===== config.mk =====
export PLATFORM = sky130hd
export DESIGN_NAME = ps2_scancode_parser
export DESIGN_NICKNAME = d
export VERILOG_FILES = /design/src/rtl/ps2_scancode_parser.sv
export SDC_FILE = /design/constraint.sdc
export NUM_CORES = 1
export LEC_CHECK = 0
export ABC_AREA = 1
export ABC_CLOCK_PERIOD_IN_PS = 2930
export CAP_MARGIN = 20
export CORE_UTILIZATION = 45
export DETAILED_ROUTE_END_ITERATION = 6
export GPL_ROUTABILITY_DRIVEN = 0
export HOLD_SLACK_MARGIN = 0.08
export SLEW_MARGIN = 20
export SYNTH_ARGS = -nofsm -noshare
export SYNTH_HDL_FRONTEND = slang
export SYNTH_SLANG_ARGS = --single-unit

===== constraint.sdc =====
create_clock -name clk -period 2.93 [get_ports clk]
set_clock_uncertainty 0.1 [all_clocks]
set_input_delay 0.586 -clock clk [delete_from_list [all_inputs] [get_ports clk]]
set_output_delay 0.586 -clock clk [all_outputs]
set_load 0.005 [all_outputs]

===== src/rtl/ps2_scancode_parser.sv =====
// ps2_scancode_parser
//
// Turns the raw PS/2 set-2 byte stream from an upstream byte decoder into
// key events {ext, brk, code} and buffers them in a first-word-fall-through
// event FIFO that the host drains.
//
// Optional feature macro: PS2_PAUSE_SEQ_EN
//   defined   : E1 in IDLE starts the 8-byte Pause sequence, which collapses
//               into one event {ext=1, brk=0, code=0x77}.
//   undefined : E1 is discarded in every state and the following bytes are
//               parsed as ordinary scancodes.
//
// Parameters
//   FIFO_DEPTH  event FIFO depth, power of two in 2..16 (default 8)
//
// Ports
//   clk         system clock, all state changes on its rising edge
//   reset       asynchronous active-high reset
//   byte_valid  one-cycle strobe qualifying byte_data
//   byte_data   received scancode byte
//   rd_pop      host pops the head event (one per cycle while high)
//   ovf_clear   clears the sticky overflow flag
//   VPWR, VGND  power rails, no logic attached
//   evt_code    head event base scancode (0 when empty)
//   evt_ext     head event had an E0 prefix (0 when empty)
//   evt_break   head event is a release (0 when empty)
//   evt_avail   FIFO not empty, level interrupt to the host
//   fifo_count  number of stored events, 0..FIFO_DEPTH
//   overflow    sticky: an event was dropped on a full FIFO
module ps2_scancode_parser #(
  parameter int FIFO_DEPTH = 8
) (
  input  logic       clk,
  input  logic       reset,
  input  logic       byte_valid,
  input  logic [7:0] byte_data,
  input  logic       rd_pop,
  input  logic       ovf_clear,
  inout  wire        VPWR,
  inout  wire        VGND,
  output logic [7:0] evt_code,
  output logic       evt_ext,
  output logic       evt_break,
  output logic       evt_avail,
  output logic [4:0] fifo_count,
  output logic       overflow
);

  localparam int         PTR_W     = $clog2(FIFO_DEPTH);
  localparam logic [4:0] DEPTH_CNT = 5'(FIFO_DEPTH);

  // Rails are only routed through the port list; nothing is computed from them.
  logic [1:0] unused_rails_s;
  assign unused_rails_s = {VPWR, VGND};

`ifdef PS2_PAUSE_SEQ_EN
  typedef enum logic [2:0] {
    IDLE     = 3'd0,
    PFX_E0   = 3'd1,
    PFX_F0   = 3'd2,
    PFX_E0F0 = 3'd3,
    SKIP_E1  = 3'd4
  } state_t;
`else
  typedef enum logic [2:0] {
    IDLE     = 3'd0,
    PFX_E0   = 3'd1,
    PFX_F0   = 3'd2,
    PFX_E0F0 = 3'd3
  } state_t;
`endif

  state_t state_r, state_next_s;

`ifdef PS2_PAUSE_SEQ_EN
  // Counts the 7 bytes that follow E1 in the Pause sequence.
  logic [2:0] skip_cnt_r, skip_cnt_next_s;
`endif

  logic       emit_s;
  logic       emit_ext_s;
  logic       emit_brk_s;
  logic [7:0] emit_code_s;

  // FIFO storage and bookkeeping
  logic [9:0]       mem_r [FIFO_DEPTH];
  logic [PTR_W-1:0] rd_ptr_r, rd_ptr_next_s;
  logic [PTR_W-1:0] wr_ptr_r, wr_ptr_next_s;
  logic [4:0]       count_r, count_next_s;
  logic [9:0]       head_r, head_next_s;
  logic             avail_r;
  logic             ovf_r, ovf_next_s;
  logic             pop_ok_s, push_ok_s, drop_s, full_s;
  logic [9:0]       entry_s;

  // Parser state register.
  always_ff @(posedge clk or posedge reset) begin
    if (reset) begin
      state_r <= IDLE;
    end else begin
      state_r <= state_next_s;
    end
  end

`ifdef PS2_PAUSE_SEQ_EN
  // Pause-sequence byte counter.
  always_ff @(posedge clk or posedge reset) begin
    if (reset) begin
      skip_cnt_r <= 3'd0;
    end else begin
      skip_cnt_r <= skip_cnt_next_s;
    end
  end
`endif

  // Parser next state and event emission; advances only on byte_valid.
  always_comb begin
    state_next_s = state_r;
    emit_s       = 1'b0;
    emit_ext_s   = 1'b0;
    emit_brk_s   = 1'b0;
    emit_code_s  = byte_data;
`ifdef PS2_PAUSE_SEQ_EN
    skip_cnt_next_s = skip_cnt_r;
`endif
    if (byte_valid) begin
      case (state_r)
        IDLE: begin
          case (byte_data)
            8'hE0: state_next_s = PFX_E0;
            8'hF0: state_next_s = PFX_F0;
            8'h00: state_next_s = IDLE;   // keyboard error, dropped
            8'hFF: state_next_s = IDLE;   // keyboard overrun, dropped
`ifdef PS2_PAUSE_SEQ_EN
            8'hE1: begin
              state_next_s    = SKIP_E1;
              skip_cnt_next_s = 3'd0;
            end
`else
            8'hE1: state_next_s = IDLE;
`endif
            default: begin
              emit_s = 1'b1;
            end
          endcase
        end
        PFX_E0: begin
          case (byte_data)
            8'hF0: state_next_s = PFX_E0F0;
            8'hE0: state_next_s = PFX_E0;
            8'hE1: state_next_s = PFX_E0;   // discarded, prefix kept
            default: begin
              emit_s       = 1'b1;
              emit_ext_s   = 1'b1;
              state_next_s = IDLE;
            end
          endcase
        end
        PFX_F0: begin
          if (byte_data == 8'hE1) begin
            state_next_s = PFX_F0;
          end else begin
            emit_s       = 1'b1;
            emit_brk_s   = 1'b1;
            state_next_s = IDLE;
          end
        end
        PFX_E0F0: begin
          if (byte_data == 8'hE1) begin
            state_next_s = PFX_E0F0;
          end else begin
            emit_s       = 1'b1;
            emit_ext_s   = 1'b1;
            emit_brk_s   = 1'b1;
            state_next_s = IDLE;
          end
        end
`ifdef PS2_PAUSE_SEQ_EN
        SKIP_E1: begin
          // Seventh byte after E1 closes the sequence.
          if (skip_cnt_r == 3'd6) begin
            emit_s          = 1'b1;
            emit_ext_s      = 1'b1;
            emit_code_s     = 8'h77;
            skip_cnt_next_s = 3'd0;
            state_next_s    = IDLE;
          end else begin
            skip_cnt_next_s = skip_cnt_r + 3'd1;
          end
        end
`endif
        default: begin
          state_next_s = IDLE;
        end
      endcase
    end else begin
      state_next_s = state_r;
    end
  end

  // FIFO control: push/pop arbitration, pointers, count, and the next head.
  always_comb begin
    entry_s   = {emit_ext_s, emit_brk_s, emit_code_s};
    full_s    = (count_r == DEPTH_CNT);
    pop_ok_s  = rd_pop && (count_r != 5'd0);
    push_ok_s = emit_s && (!full_s || pop_ok_s);
    drop_s    = emit_s && full_s && !pop_ok_s;

    rd_ptr_next_s = rd_ptr_r;
    wr_ptr_next_s = wr_ptr_r;
    count_next_s  = count_r;
    head_next_s   = 10'd0;

    if (pop_ok_s) begin
      rd_ptr_next_s = rd_ptr_r + PTR_W'(1);
    end else begin
      rd_ptr_next_s = rd_ptr_r;
    end
    if (push_ok_s) begin
      wr_ptr_next_s = wr_ptr_r + PTR_W'(1);
    end else begin
      wr_ptr_next_s = wr_ptr_r;
    end

    case ({push_ok_s, pop_ok_s})
      2'b10:   count_next_s = count_r + 5'd1;
      2'b01:   count_next_s = count_r - 5'd1;
      default: count_next_s = count_r;
    endcase

    // The head register is loaded ahead of time so outputs stay registered;
    // when the new head is the slot being written this cycle, bypass the write.
    if (count_next_s == 5'd0) begin
      head_next_s = 10'd0;
    end else if (push_ok_s && (rd_ptr_next_s == wr_ptr_r)) begin
      head_next_s = entry_s;
    end else begin
      head_next_s = mem_r[rd_ptr_next_s];
    end

    // A drop wins over a simultaneous clear so no loss goes unreported.
    if (drop_s) begin
      ovf_next_s = 1'b1;
    end else if (ovf_clear) begin
      ovf_next_s = 1'b0;
    end else begin
      ovf_next_s = ovf_r;
    end
  end

  // Event storage write port (contents are don't-care until pointed to).
  always_ff @(posedge clk) begin
    if (push_ok_s) begin
      mem_r[wr_ptr_r] <= entry_s;
    end
  end

  // FIFO bookkeeping and registered output state.
  always_ff @(posedge clk or posedge reset) begin
    if (reset) begin
      rd_ptr_r <= '0;
      wr_ptr_r <= '0;
      count_r  <= 5'd0;
      head_r   <= 10'd0;
      avail_r  <= 1'b0;
      ovf_r    <= 1'b0;
    end else begin
      rd_ptr_r <= rd_ptr_next_s;
      wr_ptr_r <= wr_ptr_next_s;
      count_r  <= count_next_s;
      head_r   <= head_next_s;
      avail_r  <= (count_next_s != 5'd0);
      ovf_r    <= ovf_next_s;
    end
  end

  assign evt_code   = head_r[7:0];
  assign evt_break  = head_r[8];
  assign evt_ext    = head_r[9];
  assign evt_avail  = avail_r;
  assign fifo_count = count_r;
  assign overflow   = ovf_r;

endmodule

==> results.json, run 1 <==
{
  "run_status": "completed",
  "hold_path.class": "flop to flop",
  "cts_hold_buffers": 0,
  "synth_area_per_cell_sq_um": 10.4,
  "post_layout_util_pct": 59.6,
  "vias_post_dr": 3499,
  "ff2ff_path_depth": 21,
  "worst_path_dominant_cell_family": "simple AND/OR/NAND/NOR gates",
  "critical_path.n_buffers_inverters": 5,
  "synthCells": 451,
  "portBuffers": 29,
  "max_clock_freq_mhz": 363,
  "required_ns": 3.08,
  "clkLatencyLatePin_ns": 0.37,
  "die_area_sq_mm": 0.0109,
  "total_placed_instance_area_sq_mm": 0.00560,
  "first_global_vias": 3440,
  "diode_insertion_count_for_antenna_repair": 0,
  "timing.slew.headroom_pct": 68.1,
  "dp_worst_setup_slack_ns": -0.661,
  "fp-row-count": 36,
  "power.leakage_nw": 2.49,
  "globalRouteTotalUtil_pct": 21.5,
  "estimated_wirelength_of_the_detail_placed_design_mm": 7.49,
  "synth.area.mux_share_pct": 0,
  "synthDominantCellAreaShare_pct": 51.1,
  "depth_of_the_critical_timing_path_with_buffers_and_inverters_included": 25,
  "number_of_antenna_violations_at_the_first_check_in_global_routing": 0,
  "drt_wl_total_mm": 10.9,
  "yosys_register_bits": 105,
  "clkSinkCount": 105,
  "count_of_endpoints_failing_hold_in_the_final_timing_report": 0,
  "floorplan.die.height_microns": 104,
  "layout_setup_ws_ns": 0.177,
  "ys_dominant_reg_cell": "edfxtp_1",
  "synth-async-reset-ratio_pct": 23.8,
  "timing.final.setup_violations": 0,
  "netlist.top_cell.by_area": "edfxtp_1",
  "core_region_area_sq_mm": 0.00995,
  "cts_max_path_buffers": 2,
  "top_count_cell_post_synth": "nand2_1",
  "drt.antenna.violating_nets": 0,
  "slowest_delay_ns": 0.40,
  "cp-end-kind": "flop",
  "critical-path-slowest-cell": "fa_2",
  "start_util_pct": 47.2,
  "timing.critical_path.mode_cell": "nand2_2",
  "min_delay_path_depth": 1,
  "post_synth_net_total": 472,
  "yosysWarnings": 0,
  "final_nets": 568,
  "synthesis.area_sq_mm": 0.00470,
  "vdd.ir_drop.worst_uv": 418,
  "hold_ws_ns": 0.408,
  "grt_pass1_wl_mm": 17.6,
  "power_w": 0.00551,
  "synth_xor_area_share_pct": 0.932,
  "crit_fanout": 6,
  "share_of_cells_above_drive_strength_1_pct": 26.3,
  "critPathCapture": "head_r[8]$_DFF_PP0_",
  "setup.reg_to_reg.worst_slack_ns": 0.23,
  "grt_start_max_net_pins": 28,
  "top_level_ports": 32,
  "via_per_inst": 5.11,
  "iteration_0_drc_markers": 202,
  "cts_htree_levels": 3,
  "tritoncts": "built",
  "power.density_mw_per_mm2": 929,
  "cts_made_buffers": 9,
  "area_fraction_in_compound_gates_after_synthesis_pct": 2.66,
  "first_pass_iters": 4,
  "final_max_slew_viol_count": 0,
  "netlist_top_cells_count": "124 x nand2_1, 80 x edfxtp_1, 80 x nand3_1",
  "max_cap_viol": 0,
  "synth_top_cells_by_area": "edfxtp_1 51%, dfrtp_1 13%, nand2_1 9.9%",
  "synth_top_family_by_area": "simple AND/OR/NAND/NOR gates",
  "cts.root.buffer_cell": "clkbuf_8",
  "synthDistinctLibCells": 32,
  "cts.clk_slew.worst_paths_ns": 0.10,
  "area.growth.synth_to_final_pct": 26.2,
  "die_width_microns": 104,
  "proportion_of_synthesized_chip_area_in_sequential_cells_pct": 64.4,
  "timing_worst_slew_pin_value_ns": 0.478,
  "layout_worst_path_cycle_share_pct": 94.0,
  "finalCriticalPeriod_ns": 2.75,
  "synth_simple_gate_area_share_pct": 25.4,
  "worst_r2r_startpoint": "state_r[1]$_DFFE_PP0P_",
  "fillerInstances": 849,
  "untimed_endpoints": 2,
  "synth_edf_count": 80,
  "finalInstanceArea_sq_mm": 0.00593,
  "post_synthesis_share_of_cell_area_spent_on_full_adders_half_adders_and_majority_gates_pct": 1.76,
  "timing.critical_path.arrival_ns": 2.90,
  "drt-wirelength-per-cell_microns": 15.9,
  "overflow": 0,
  "remaining_drc_errors": 0,
  "startpoint": "byte_data[1]",
  "timing.rr.end": "head_r[8]$_DFF_PP0_",
  "class_of_the_most_critical_setup_path": "input port to flop",
  "timing.critical_path.from_type": "input port"
}
-- sequential cells by signal, indices dropped and copies added (netlist names) --
register,flops
state_r,2
evt_avail,1
head_r,10
fifo_count,5
wr_ptr_r,3
overflow,1
mem_r,80
rd_ptr_r,3
-- routing by layer --
layer | wire length (microns) | up-vias | share of wire (%) | GRT usage (%)
li1 | - | 1710 | - | -
met1 | 5020 | 1670 | 46 | 29.8
met5 | 0 | - | 0 | 0
met3 | 443 | 18 | 4.1 | 3.07
met4 | 244 | 0 | 2.2 | 10.2
met2 | 5180 | 101 | 48 | 33.4
-- worst reg2reg max path, stage by stage, from the launching register on --
cell,delay [ns]
dfrtp_1,0.41
inv_1,0.10
nand2_1,0.07
nor2_2,0.17
nand3_4,0.10
nand2_4,0.09
nand2_4,0.05
nand2_4,0.09
inv_6,0.05
fa_2,0.40
nand3_2,0.08
nand2_2,0.06
nand4_1,0.09
nand2_2,0.07
nand2_2,0.06
nand2_2,0.05
nand2_2,0.07
nand2_2,0.06
nor2_4,0.15
buf_6,0.12
buf_12,0.09
nor2_1,0.03
-- timing repair --
action                     in CTS  in global routing
gates resized for setup        21                 34
buffers inserted                3                  3
pin swaps                       8                 12
gates cloned                    1                  0
setup endpoints to repair      11                 11
-- layout make-up --
cell class	count	area, sq um	area share, %
Clock inverter	7	53.8	0.907
Tap cell	133	166	2.81
Sequential cell	105	3030	51.1
Timing Repair Buffer	103	882	14.9
Multi-Input combinational cell	292	1540	25.9
Clock buffer	9	124	2.09
Inverter	36	140	2.36
-- how the worst min path moves through the flow --
stage / startpoint / endpoint / slack (ns)
6_report: state_r[0]$_DFFE_PP0P_ / state_r[0]$_DFFE_PP0P_ / 0.41
5_1_grt: state_r[0]$_DFFE_PP0P_ / state_r[0]$_DFFE_PP0P_ / 0.44
4_1_cts: state_r[0]$_DFFE_PP0P_ / state_r[0]$_DFFE_PP0P_ / 0.41
3_5_place_dp: state_r[0]$_DFFE_PP0P_ / state_r[0]$_DFFE_PP0P_ / 0.39
3_3_place_gp: state_r[0]$_DFFE_PP0P_ / state_r[0]$_DFFE_PP0P_ / 0.38
2_1_floorplan: state_r[0]$_DFFE_PP0P_ / state_r[0]$_DFFE_PP0P_ / 0.36
-- where the power goes --
| group | leakage [nW] | internal [W] | switching (W) |
|---|---|---|---|
| logic | 1.39 | 0.00121 | 0.00142 |
| clock network | 0.0822 | 0.000315 | 0.000504 |
| registers | 1.02 | 0.00193 | 0.000135 |
-- metrics by stage --
step | setup TNS [ns] | std cells
floorplan | 0 | 451
global placement | -14.10 | 662
detailed placement | -18.02 | 662
CTS | 0 | 682
global route | -0.168 | 685
finish | 0 | 685
-- kinds of logic (layout without fill, tap and decap cells) --
family | count (synthesis) | after routing
adders and majority gates | 6 | 6
AOI/OAI and AO/OA | 22 | 22
buffers and inverters | 54 | 155
xor gates and xnor gates | 5 | 5
DFF | 105 | 105
and+or+nand+nor | 259 | 259
-- cell usage in the layout, fill, tap and decap left out, drive strengths merged --
cell	n
o22ai	3
nand2	134
nand3	83
o211ai	1
o21ai	13
ha	5
xor2	5
clkdlybuf4s50	21
nor3	2
clkinvlp	3
dfrtp	25
inv	38
nand3b	2
nor2	34
nand4	4
a22o	1
edfxtp	80
clkbuf	16
a32o	1
a21oi	3
fa	1
buf	75
clkinv	2
(Power assumes the default switching activity.)
==> run 2, diff against run 1 <==
CORE_ASPECT_RATIO = 0.7   (was not set)
CORE_UTILIZATION = 58   (was 45)
PLACE_DENSITY = 0.79   (was not set)
==> run 2 against run 1 <==
Worst setup slack worse by 0.044 ns. Worst hold slack lost 0.011 ns. Routed wire length increased by 8.2%. Highest routed layer unchanged.
==> results.json, run 2 (same netlist as run 1, synthesis figures left out) <==
{
  "run_status": "completed",
  "die_area_sq_mm": 0.00847,
  "cp-end-kind": "flop",
  "required_ns": 3.05,
  "die_width_microns": 110,
  "power.density_mw_per_mm2": 1000,
  "clkSinkCount": 105,
  "start_util_pct": 59.7,
  "clkLatencyLatePin_ns": 0.34,
  "timing.critical_path.mode_cell": "nand2_2",
  "top_level_ports": 32,
  "final_nets": 560,
  "untimed_endpoints": 2,
  "cts.clk_slew.worst_paths_ns": 0.07,
  "drt_wl_total_mm": 11.8,
  "share_of_total_power_in_combinational_logic_pct": 44.2,
  "layout_commonest_cell": "nand2_1",
  "cp_cell_sequence": "buf_2 > inv_2 > nand2_1 > nor2_4 > nand2_4 > inv_2 > nor2_4 > nand3_4 > nand2_4 > nand2_4 > nand2_4 > inv_6 > fa_2 > nand3_2 > nand2_2 > nand4_1 > nand2_2 > nand2_2 > nand2_2 > nand2_2 > nand2_2 > nor2_4 > buf_12 > nor2_1",
  "estimated_wirelength_of_the_detail_placed_design_mm": 7.51,
  "vdd.ir_drop.worst_uv": 704,
  "first_pass_iters": 5,
  "max_cap_viol": 0,
  "grt_pass1_wl_mm": 18.4,
  "dp_worst_setup_slack_ns": -0.747,
  "depth_of_the_critical_timing_path_with_buffers_and_inverters_included": 24,
  "timing.slew.headroom_pct": 57.0,
  "layout_setup_ws_ns": 0.133,
  "remaining_drc_errors": 0,
  "class_of_the_most_critical_setup_path": "input port to flop",
  "post_layout_util_pct": 76.4,
  "final_max_slew_viol_count": 0,
  "hold_path.class": "flop to flop",
  "ff2ff_path_depth": 13,
  "final_cell_mix": "111 x nand2_1, 80 x edfxtp_1, 79 x nand3_1, 61 x buf_4",
  "drt-wirelength-per-cell_microns": 18.3,
  "finalCriticalPeriod_ns": 2.80,
  "finalInstanceArea_sq_mm": 0.00601,
  "timing_worst_slew_pin_value_ns": 0.643,
  "critical_path.n_buffers_inverters": 5,
  "overflow": 0,
  "largest_reg_flops": 80,
  "largest_register_by_flop_count": "mem_r",
  "first_global_vias": 3649,
  "critical-path-slowest-cell": "fa_2",
  "timing.critical_path.from_type": "input port",
  "cts_made_buffers": 9,
  "max_clock_freq_mhz": 358,
  "power.leakage_nw": 2.54,
  "crit_fanout": 6,
  "total_placed_instance_area_sq_mm": 0.00550,
  "iteration_0_drc_markers": 386,
  "cts.root.buffer_cell": "clkbuf_16",
  "vias_post_dr": 3700,
  "power.share.clock_pct": 20.9,
  "internal-power_w": 0.00383,
  "cts_max_path_buffers": 2,
  "cts_htree_levels": 3,
  "core_region_area_sq_mm": 0.00787,
  "number_of_antenna_violations_at_the_first_check_in_global_routing": 0,
  "via_per_inst": 5.74,
  "fp-row-count": 27,
  "share_of_cells_above_drive_strength_1_pct": 26.7,
  "diode_insertion_count_for_antenna_repair": 0,
  "timing.critical_path.arrival_ns": 2.91,
  "grt_start_max_net_pins": 41,
  "worst_path_dominant_cell_family": "simple AND/OR/NAND/NOR gates",
  "count_of_endpoints_failing_hold_in_the_final_timing_report": 0,
  "sequential_share_of_power_pct": 34.9,
  "tritoncts": "built",
  "timing.final.setup_violations": 0,
  "floorplan.die.height_microns": 77.3,
  "slowest_delay_ns": 0.36,
  "globalRouteTotalUtil_pct": 30.2,
  "fraction_of_power_spent_switching_nets_pct": 36.4,
  "area.growth.synth_to_final_pct": 28.0,
  "min_delay_path_depth": 1,
  "layout_worst_path_cycle_share_pct": 95.5,
  "hold_ws_ns": 0.397,
  "power.net_switching_w": 0.00220,
  "portBuffers": 29,
  "drt.antenna.violating_nets": 0
}
[run 2: what timing repair did]
action                     4_1_cts  5_1_grt
gates cloned                     1        0
gates resized for setup         30       36
pin swaps                       11       16
setup endpoints to repair       12       12
hold buffers                     0        0
buffers inserted                 5        1
[run 2: worst paths after layout]
kind                       slack, ns                endpoint               startpoint
min in group asynchronous       0.45     evt_avail$_DFF_PP0_                    reset
hold / removal                  0.40  state_r[0]$_DFFE_PP0P_   state_r[0]$_DFFE_PP0P_
hold reg to reg                 0.40  state_r[0]$_DFFE_PP0P_   state_r[0]$_DFFE_PP0P_
setup reg to reg                0.19     head_r[4]$_DFF_PP0_  fifo_count[0]$_DFF_PP0_
setup / recovery                0.13     head_r[0]$_DFF_PP0_             byte_data[1]
max in group asynchronous       1.84   rd_ptr_r[1]$_DFF_PP0_                    reset
[run 2: stage by stage]
stage	setup TNS [ns]	std cells	total power, W
CTS	0	643	0.00590
global placement	-13.75	621	0.00441
finish	0	645	0.00603
detailed placement	-21.60	621	0.00452
floorplan	0	451	0.00342
global route	-0.00766	645	0.00636
[run 2: final cells by class]
| class | instances | area [sq um] |
|---|---|---|
| Clock buffer | 14 | 317 |
| Clock inverter | 2 | 13.8 |
| Fill cell | 490 | 1860 |
| Inverter | 36 | 140 |
| Multi-Input combinational cell | 292 | 1570 |
| Sequential cell | 105 | 3030 |
| Tap cell | 101 | 126 |
| Timing Repair Buffer | 95 | 823 |
[run 2: power by group through the flow]
| stage | logic, W | clock network [W] | registers (W) |
|---|---|---|---|
| floorplan | 0.00133 | 0 | 0.00208 |
| global placement | 0.00231 | 0 | 0.00210 |
| detailed placement | 0.00240 | 0 | 0.00211 |
| CTS | 0.00254 | 0.00126 | 0.00210 |
| global route | 0.00292 | 0.00131 | 0.00213 |
| finish | 0.00267 | 0.00126 | 0.00210 |
[run 2: layer usage]
layer  vias to the layer above  track usage (%)  part of all wire [%]
met5                         -                0                     0
met3                        29             7.91                   8.9
met2                       190             46.2                    47
li1                       1700                -                     -
met1                      1781             42.0                    41
met4                         0             10.3                   2.3
==> run 3, diff against run 2 <==
MAX_ROUTING_LAYER = met4   (was not set)
REMOVE_ABC_BUFFERS = 1   (was not set)
SKIP_LAST_GASP = 1   (was not set)
==> run 3 against run 2 <==
Final cell count rose by 0.16%. Sequential power hardly changed. Fmax down 1.9%. Routed wire length shrank 3.0%. Sequential cell count unchanged. Core utilization is 1.5 points lower. Sequential share of layout area is 1.0 points higher. Non-clock buffer count is 1 higher.
==> results.json, run 3 (same netlist as run 1, synthesis figures left out) <==
{
  "timing.critical_path.mode_cell": "nand2_2",
  "power.density_mw_per_mm2": 961,
  "die_width_microns": 110,
  "clkSinkCount": 105,
  "drt_wl_total_mm": 11.4,
  "estimated_wirelength_of_the_detail_placed_design_mm": 7.01,
  "clkLatencyLatePin_ns": 0.35,
  "count_of_endpoints_failing_hold_in_the_final_timing_report": 0,
  "min_delay_path_depth": 1,
  "remaining_drc_errors": 0,
  "drt-wirelength-per-cell_microns": 17.7,
  "layout_worst_path_cycle_share_pct": 97.3,
  "portBuffers": 29,
  "max_cap_viol": 0,
  "start_util_pct": 59.7,
  "untimed_endpoints": 2,
  "critical-path-slowest-cell": "fa_2",
  "final_nets": 561,
  "number_of_antenna_violations_at_the_first_check_in_global_routing": 0,
  "fp-row-count": 27,
  "first_pass_iters": 5,
  "grt_pass1_wl_mm": 17.6,
  "hold_end": "state_r[0]$_DFFE_PP0P_",
  "startpoint": "byte_data[2]",
  "finalInstanceArea_sq_mm": 0.00590,
  "core_region_area_sq_mm": 0.00787,
  "slowest_delay_ns": 0.37,
  "worst_path_dominant_cell_family": "simple AND/OR/NAND/NOR gates",
  "tritoncts": "built",
  "layout_commonest_cell": "nand2_1",
  "largest_register_by_flop_count": "mem_r",
  "hold_ws_ns": 0.399,
  "vias_post_dr": 3706,
  "area.growth.synth_to_final_pct": 25.5,
  "globalRouteTotalUtil_pct": 29.8,
  "cts_htree_levels": 3,
  "post_layout_util_pct": 74.9,
  "cp-end-kind": "flop",
  "drt.antenna.violating_nets": 0,
  "power.leakage_nw": 2.50,
  "timing.final.setup_violations": 0,
  "cp_cell_sequence": "buf_2 > inv_1 > nand2_2 > nor2_4 > nand2_1 > nand2_2 > nor2_4 > nand3_4 > nand2_4 > nand2_4 > nand2_4 > inv_4 > fa_2 > nand3_1 > nand2_1 > nand4_1 > nand2_2 > nand2_1 > nand2_1 > nand2_2 > nand2_2 > nor2_4 > clkbuf_16 > nor2_1",
  "power_w": 0.00567,
  "timing_worst_slew_pin_value_ns": 0.380,
  "ff2ff_path_depth": 20,
  "top_level_ports": 32,
  "iteration_0_drc_markers": 332,
  "timing.setup.tns_ns": 0,
  "worst_r2r_startpoint": "state_r[1]$_DFFE_PP0P_",
  "timing.critical_path.arrival_ns": 2.99,
  "cts_hold_buffers": 0,
  "final_max_slew_viol_count": 0,
  "critical_path.n_buffers_inverters": 4,
  "required_ns": 3.07,
  "cts_made_buffers": 9,
  "run_status": "completed",
  "largest_reg_flops": 80,
  "diode_insertion_count_for_antenna_repair": 0,
  "hold_path.class": "flop to flop",
  "floorplan.die.height_microns": 77.3,
  "cts_max_path_buffers": 2,
  "overflow": 0,
  "class_of_the_most_critical_setup_path": "input port to flop",
  "first_global_vias": 3536,
  "vdd.ir_drop.worst_uv": 513,
  "share_of_cells_above_drive_strength_1_pct": 25.0,
  "setup.reg_to_reg.worst_slack_ns": 0.21,
  "final_cell_mix": "116 x nand2_1, 80 x nand3_1, 80 x edfxtp_1, 65 x buf_4, 27 x inv_1",
  "via_per_inst": 5.74,
  "total_placed_instance_area_sq_mm": 0.00548,
  "min-delay-start": "state_r[0]$_DFFE_PP0P_",
  "timing.slew.headroom_pct": 74.6,
  "cts.root.buffer_cell": "clkbuf_16",
  "die_area_sq_mm": 0.00847,
  "timing.critical_path.from_type": "input port",
  "fillerInstances": 508,
  "timing.rr.end": "head_r[5]$_DFF_PP0_",
  "finalCriticalPeriod_ns": 2.85,
  "cts.clk_slew.worst_paths_ns": 0.07,
  "crit_fanout": 5,
  "grt_start_max_net_pins": 26,
  "max_clock_freq_mhz": 351
}
run 3: changes by cell type in the layout (fill, tap and decap cells not counted), sizes merged:
| cell | before | now |
|---|---|---|
| buf | 68 | 70 |
| clkbuf | 20 | 14 |
| clkinv | 2 | 5 |
| inv | 36 | 38 |
run 3: layer usage:
layer  GRT usage [%]  part of all wire (%)
met5               -                     0
met4            12.1                   4.0
met3            8.33                    10
met2            44.9                    47
met1            38.3                    38
run 3: where the power goes:
| part | leakage (nW) | switching (W) | internal [W] |
|---|---|---|---|
| sequential | 1.02 | 0.000150 | 0.00193 |
| combinational | 1.34 | 0.00138 | 0.00110 |
| clock | 0.135 | 0.000527 | 0.000575 |
run 3: how the worst max path moves through the flow:
stage,cells past startpoint,slack (ns),endpoint
floorplan,11,-0.16,head_r[2]$_DFF_PP0_
global placement,24,-0.56,head_r[8]$_DFF_PP0_
detailed placement,23,-0.69,head_r[4]$_DFF_PP0_
CTS,24,0.001,head_r[8]$_DFF_PP0_
global route,24,-0.06,head_r[5]$_DFF_PP0_
finish,24,0.08,head_r[5]$_DFF_PP0_
run 3: per-stage QoR:
step	setup slack [ns]	std cells
final	0.0794	646
after global routing	-0.0603	646
after CTS	0.00148	644
after detailed placement	-0.686	620
after global placement	-0.565	620
after floorplan	-0.158	433
run 3: final cells by class:
class | count | area, sq um | area share, %
repair buffers | 96 | 798 | 13.5
well taps | 101 | 126 | 2.14
clock buffers | 9 | 225 | 3.82
multi-input cells | 292 | 1540 | 26.1
clock inverters | 7 | 43.8 | 0.743
inverters | 36 | 138 | 2.33
flip-flops and latches | 105 | 3030 | 51.4
run 3: timing repair:
item / CTS / global route
setup endpoints to repair: 12 / 12
pin swaps: 4 / 9
setup buffers: 8 / 1
gates cloned: 0 / 1
gates resized for setup: 18 / 38
run 3: worst reg2reg max path: stages (launching register included):
cell	delay, ns
dfrtp_1	0.40
inv_1	0.11
nand2_1	0.08
nor2_2	0.18
nand3_4	0.11
nand2_4	0.09
nand2_4	0.05
nand2_4	0.07
inv_4	0.06
fa_2	0.37
nand3_1	0.09
nand2_1	0.08
nand4_1	0.11
nand2_2	0.06
nand2_1	0.06
nand2_1	0.06
nand2_2	0.07
nand2_2	0.06
nor2_4	0.17
clkbuf_16	0.18
nor2_1	0.04
